<file path="config.mk">
export PLATFORM = sky130hd
export DESIGN_NAME = shifter_planar_packer
export DESIGN_NICKNAME = d
export VERILOG_FILES = /design/src/rtl/shifter_planar_packer.sv
export SDC_FILE = /design/constraint.sdc
export NUM_CORES = 1
export LEC_CHECK = 0
export ABC_AREA = 1
export CAP_MARGIN = 20
export CORE_MARGIN = 2
export CORE_UTILIZATION = 55
export CTS_BUF_LIST = sky130_fd_sc_hd__clkbuf_2
export DETAILED_ROUTE_END_ITERATION = 16
export PLACE_DENSITY = 0.77
export SYNTH_ARGS = -nofsm -noshare
export SYNTH_HDL_FRONTEND = slang
export SYNTH_SLANG_ARGS = --single-unit
</file>
<file path="constraint.sdc">
create_clock -name clk32 -period 4 [get_ports clk32]
set_clock_uncertainty 0.15 [all_clocks]
set_input_delay 0.4 -clock clk32 [delete_from_list [all_inputs] [get_ports clk32]]
set_output_delay 0.4 -clock clk32 [all_outputs]
set_load 0.005 [all_outputs]
</file>
<file path="src/rtl/shifter_planar_packer.sv">
// shifter_planar_packer: serial pixel colour indices in, ST bitplane words out.
// Collects 16 pixels per group into up to four plane shift registers, the
// first pixel landing in bit 15. Each group's plane words are then offered
// on a valid/ready port in bus order, plane 0 first.
// Optional feature macro: STE_HSCROLL_EN adds pix_skip, which pre-fills the
// first group of each display-enable period with PAD_BIT positions.
module shifter_planar_packer #(
  parameter logic PAD_BIT = 1'b0
) (
  input  logic        clk32,
  input  logic        nReset,
  input  logic        pixClkEn,
  input  logic        DE,
  input  logic [1:0]  rez,
  input  logic [3:0]  color_index,
`ifdef STE_HSCROLL_EN
  input  logic [3:0]  pix_skip,
`endif
  output logic [15:0] word_out,
  output logic        word_valid,
  input  logic        word_ready,
  output logic [1:0]  plane,
  output logic        overflow,
  input  logic        ovf_clr
);

  logic        de_q;
  logic [3:0]  cnt;
  logic        fresh;
  logic [1:0]  grp_rez;
  logic [15:0] sr [4];
  logic [15:0] hold [4];
  logic [1:0]  hold_last;

  logic        de_rise, de_fall, sample, flush, complete;
  logic        eff_fresh, accept, last_acc, can_load, load, drop;
  logic [3:0]  start_cnt, eff_cnt;
  logic [1:0]  act_rez, grp_last;
  logic [4:0]  flush_sh;
  logic [15:0] pad_mask;
  logic [15:0] sr_base [4];
  logic [15:0] sr_shift [4];
  logic [15:0] grp_word [4];

`ifdef STE_HSCROLL_EN
  assign start_cnt = pix_skip;
`else
  assign start_cnt = 4'd0;
`endif

  // Group bookkeeping: edge detect, effective counter and the completed group's words
  always_comb begin
    de_rise   = DE & ~de_q;
    de_fall   = ~DE & de_q;
    sample    = pixClkEn & DE;
    eff_cnt   = de_rise ? start_cnt : cnt;
    eff_fresh = de_rise | fresh;
    act_rez   = (sample & eff_fresh) ? rez : grp_rez;
    flush     = de_fall & (cnt != 4'd0);
    complete  = (sample & (eff_cnt == 4'd15)) | flush;
    // An early flush holds cnt pixels in the low bits; left-align them and pad below.
    flush_sh  = 5'd16 - {1'b0, cnt};
    pad_mask  = PAD_BIT ? (16'hFFFF >> cnt) : 16'h0000;
    case (act_rez)
      2'd0:    grp_last = 2'd3;
      2'd1:    grp_last = 2'd1;
      default: grp_last = 2'd0;
    endcase
    for (int p = 0; p < 4; p++) begin
      sr_base[p]  = de_rise ? {16{PAD_BIT}} : sr[p];
      sr_shift[p] = {sr_base[p][14:0], color_index[p]};
      grp_word[p] = flush ? ((sr[p] << flush_sh) | pad_mask) : sr_shift[p];
    end
    accept   = word_valid & word_ready;
    last_acc = accept & (plane == hold_last);
    can_load = ~word_valid | last_acc;
    load     = complete & can_load;
    drop     = complete & ~can_load;
  end

  // Pixel capture: shift registers, pixel counter and per-group resolution latch
  always_ff @(posedge clk32) begin
    if (!nReset) begin
      de_q    <= 1'b0;
      cnt     <= 4'd0;
      fresh   <= 1'b1;
      grp_rez <= 2'd0;
      for (int p = 0; p < 4; p++) sr[p] <= 16'h0000;
    end else begin
      de_q <= DE;
      if (sample) begin
        if (eff_fresh) grp_rez <= rez;
        if (eff_cnt == 4'd15) begin
          cnt   <= 4'd0;
          fresh <= 1'b1;
          for (int p = 0; p < 4; p++) sr[p] <= 16'h0000;
        end else begin
          cnt   <= eff_cnt + 4'd1;
          fresh <= 1'b0;
          for (int p = 0; p < 4; p++) sr[p] <= sr_shift[p];
        end
      end else if (flush) begin
        cnt   <= 4'd0;
        fresh <= 1'b1;
        for (int p = 0; p < 4; p++) sr[p] <= 16'h0000;
      end else if (de_rise) begin
        cnt   <= start_cnt;
        fresh <= 1'b1;
        for (int p = 0; p < 4; p++) sr[p] <= {16{PAD_BIT}};
      end
    end
  end

  // Output side: hold buffer, plane sequencing over the handshake, sticky overflow
  always_ff @(posedge clk32) begin
    if (!nReset) begin
      word_out   <= 16'h0000;
      word_valid <= 1'b0;
      plane      <= 2'd0;
      overflow   <= 1'b0;
      hold_last  <= 2'd0;
      for (int p = 0; p < 4; p++) hold[p] <= 16'h0000;
    end else begin
      if (load) begin
        for (int p = 0; p < 4; p++) hold[p] <= grp_word[p];
        hold_last  <= grp_last;
        word_out   <= grp_word[0];
        word_valid <= 1'b1;
        plane      <= 2'd0;
      end else if (last_acc) begin
        word_valid <= 1'b0;
        plane      <= 2'd0;
      end else if (accept) begin
        plane    <= plane + 2'd1;
        word_out <= hold[plane + 2'd1];
      end
      if (drop) overflow <= 1'b1;
      else if (ovf_clr) overflow <= 1'b0;
    end
  end

endmodule

</file>
==> impl_metrics.json <==
{
  "drt_pass1_iterations": 7,
  "wirelength_mm": 27.4,
  "fin_cells": 1615,
  "clkPwrFrac_pct": 31.5,
  "whs_ns": 0.0101,
  "hold_start": "ovf_clr",
  "cellPowerDensity_nw_per_um2": 338,
  "yosysMostFrequentCell": "nand2_1",
  "yosys-top-cells-area": "edfxtp_1 (25%), nand2_1 (20%), dfxtp_1 (16%)",
  "die_area_sq_um": 18400,
  "postCtsHoldBufs": 0,
  "cts_inserted_buffers": 17,
  "yosys.area.top_type": "edfxtp_1",
  "coreArea_sq_um": 17100,
  "ir_worst_vdd_mv": 0.174,
  "critPathMaxFanout": 30,
  "grt.total_usage_pct": 30.5,
  "syn_inst": 1397,
  "leakagePower_nw": 4.16,
  "drc": 0,
  "start_util_pct": 55.6,
  "fmax_mhz": 305,
  "fillCellCount": 1661,
  "fin_crit_sh_pct": 81.9,
  "synth_edf_count": 80,
  "num-nets-final": 1390,
  "place_inst": 1582,
  "combPwrFrac_pct": 15.7,
  "clock-sinks": 158,
  "crit_start": "cnt[1]$_SDFF_PN0_",
  "grt_pass1_wl_mm": 43.7,
  "synth_seq_cells": 158,
  "timing.rr.start": "cnt[1]$_SDFF_PN0_",
  "wl_per_cell_um": 17.0,
  "synthTopCellsByCount": "nand2_1 (500), nand3_1 (176), o21ai_0 (116)",
  "vias": 9498,
  "rsz0062_at_grt": "false",
  "cts_tree": "done",
  "cts_setup_buffers": 0,
  "run_status": "finished, final reports clean",
  "ys_warn_count": 0,
  "viasPerCell": 5.88,
  "drtAntennaViolNets": 0,
  "slew_headroom_pct": 35.3,
  "hold_viol": 0,
  "required_ns": 4.38,
  "detail_route.iter0.violations": 1557,
  "power.internal_w": 0.00241,
  "grt_max_degree": 81,
  "synth_nets": 1411,
  "cts_resized": 0,
  "fp.dieW_um": 136,
  "die_h_um": 136,
  "first_global_vias": 8266,
  "slew_violations": 0,
  "clk_path_buf_depth": 2,
  "synthToLayoutAreaGrowth_pct": 6.80,
  "drv_cap": 0,
  "syn_area_sq_um": 9510,
  "num_rows": 48,
  "port_buffers": 31,
  "clkSlewWorstSetupHoldPaths_ns": 0.23,
  "setup_viol": 0,
  "cts_root_buffer": "clkbuf_2",
  "io_pins": 32,
  "globalplace.congestion": 0.923,
  "insertion_delay_ns": 0.77,
  "period_needed_ns": 3.28,
  "synth_area_per_cell_sq_um": 6.81,
  "final_layout_size_suffix_gt1_share_pct": 6.84,
  "crit_type": "flip-flop to flip-flop",
  "hold_class": "primary input to flip-flop",
  "seq_power_share_pct": 52.8,
  "place_hpwl_mm": 18.9,
  "p_switching_w": 0.00102,
  "startpoint_type": "flip-flop",
  "cp-end-kind": "flip-flop",
  "htreeDepth": 4,
  "p_sw_share_pct": 29.9,
  "ys_types": 39,
  "synth_top_flop_cell": "edfxtp_1",
  "synth_top_cell_area_share_pct": 25.3,
  "async_flop_share_pct": 0,
  "tns_ns": 0,
  "synth_seq_area_share_pct": 41.7,
  "arrival_ns": 3.66,
  "worstMarginPinSlew_ns": 0.968,
  "antenna_found_initial": 1,
  "grt_overflow": 0
}
## cell type report
cell class | instances | area, sq um | share of cell area [%]
clock buffer | 19 | 95.1 | 0.936
multi-input combinational | 1062 | 4820 | 47.4
inverter | 85 | 319 | 3.14
sequential | 158 | 3970 | 39.0
tap | 225 | 282 | 2.77
timing repair buffer | 52 | 468 | 4.61
antenna | 1 | 2.50 | 0.0246
clock inverter | 13 | 211 | 2.08
## kinds of logic after synthesis
family                   synth area share [%]
AO/OA/AOI/OAI                            14.1
adder cells (fa/ha/maj)                 0.263
multiplexers                            0.210
buffers and inverters                    7.87
AND/OR/NAND/NOR                          35.8
flip-flops                               41.7
XOR/XNOR                               0.0921
## metrics by stage
step / worst slack, ns / utilization [%] / total power, W / cell area, sq um
after global routing: 0.541 / 59.4 / 0.00357 / 10200
after global placement: 0.574 / 57.6 / 0.00236 / 9850
after detailed placement: 0.415 / 57.6 / 0.00237 / 9850
after CTS: 0.782 / 59.3 / 0.00343 / 10200
final: 0.724 / 59.4 / 0.00343 / 10200
after floorplan: 0.108 / - / 0.00221 / 9510
## metal layers
metal  vias up  wire [um]  track usage (%)  share of wire (%)
met5         -          0                0                  0
met2       533      12200             46.0                 44
met3        66       2820             5.50                 10
li1       4600          -                -                  -
met4         0        787             10.4                2.9
met1      4299      11600             44.3                 42
## placed cells by master (no fill, tap or decap), drive strengths merged, types with 4 or more instances in the layout
master,count
nand2,504
nor2,96
clkinv,9
nand3b,5
clkdlybuf4s50,31
clkbuf,19
o21ai,121
a22oi,13
bufinv,5
o211ai,7
nand4,4
edfxtp,80
dfxtp,78
and2,5
inv,84
a21oi,101
nor3,13
buf,21
nand3,177
## flip-flops by register name, summed over array words and instances (netlist names)
signal	count
grp_rez	2
plane	2
cnt	4
word_valid	1
overflow	1
sr	64
word_out	16
hold_last	2
fresh	1
hold	64
de_q	1
## final timing paths
check / to / slack, ns / cells after the start
max: hold[0][10]$_SDFFCE_PN0P_ / 0.72 / 10
min: overflow$_SDFFE_PN0P_ / 0.01 / 2
max reg2reg: hold[0][10]$_SDFFCE_PN0P_ / 0.72 / 10
min reg2reg: overflow$_SDFFE_PN0P_ / 0.32 / 2
## critical path, cell delays in order (launching register included)
cell      delay, ns
dfxtp_1        0.37
inv_1          0.10
ha_2           0.18
nand2_1        0.10
o21ai_2        0.73
o21ai_2        0.23
nand2_2        0.24
buf_4          0.34
clkinv_1       0.35
nand2_1        0.20
nor2_1         0.05
## power by group through the flow
stage	clock (W)	sequential [W]	combinational (W)
floorplan	0	0.00182	0.000390
global placement	0	0.00184	0.000521
detailed placement	0	0.00184	0.000524
CTS	0.00109	0.00181	0.000527
global route	0.00115	0.00182	0.000601
finish	0.00108	0.00181	0.000539
Note: power is estimated with default switching activity, not from simulation.
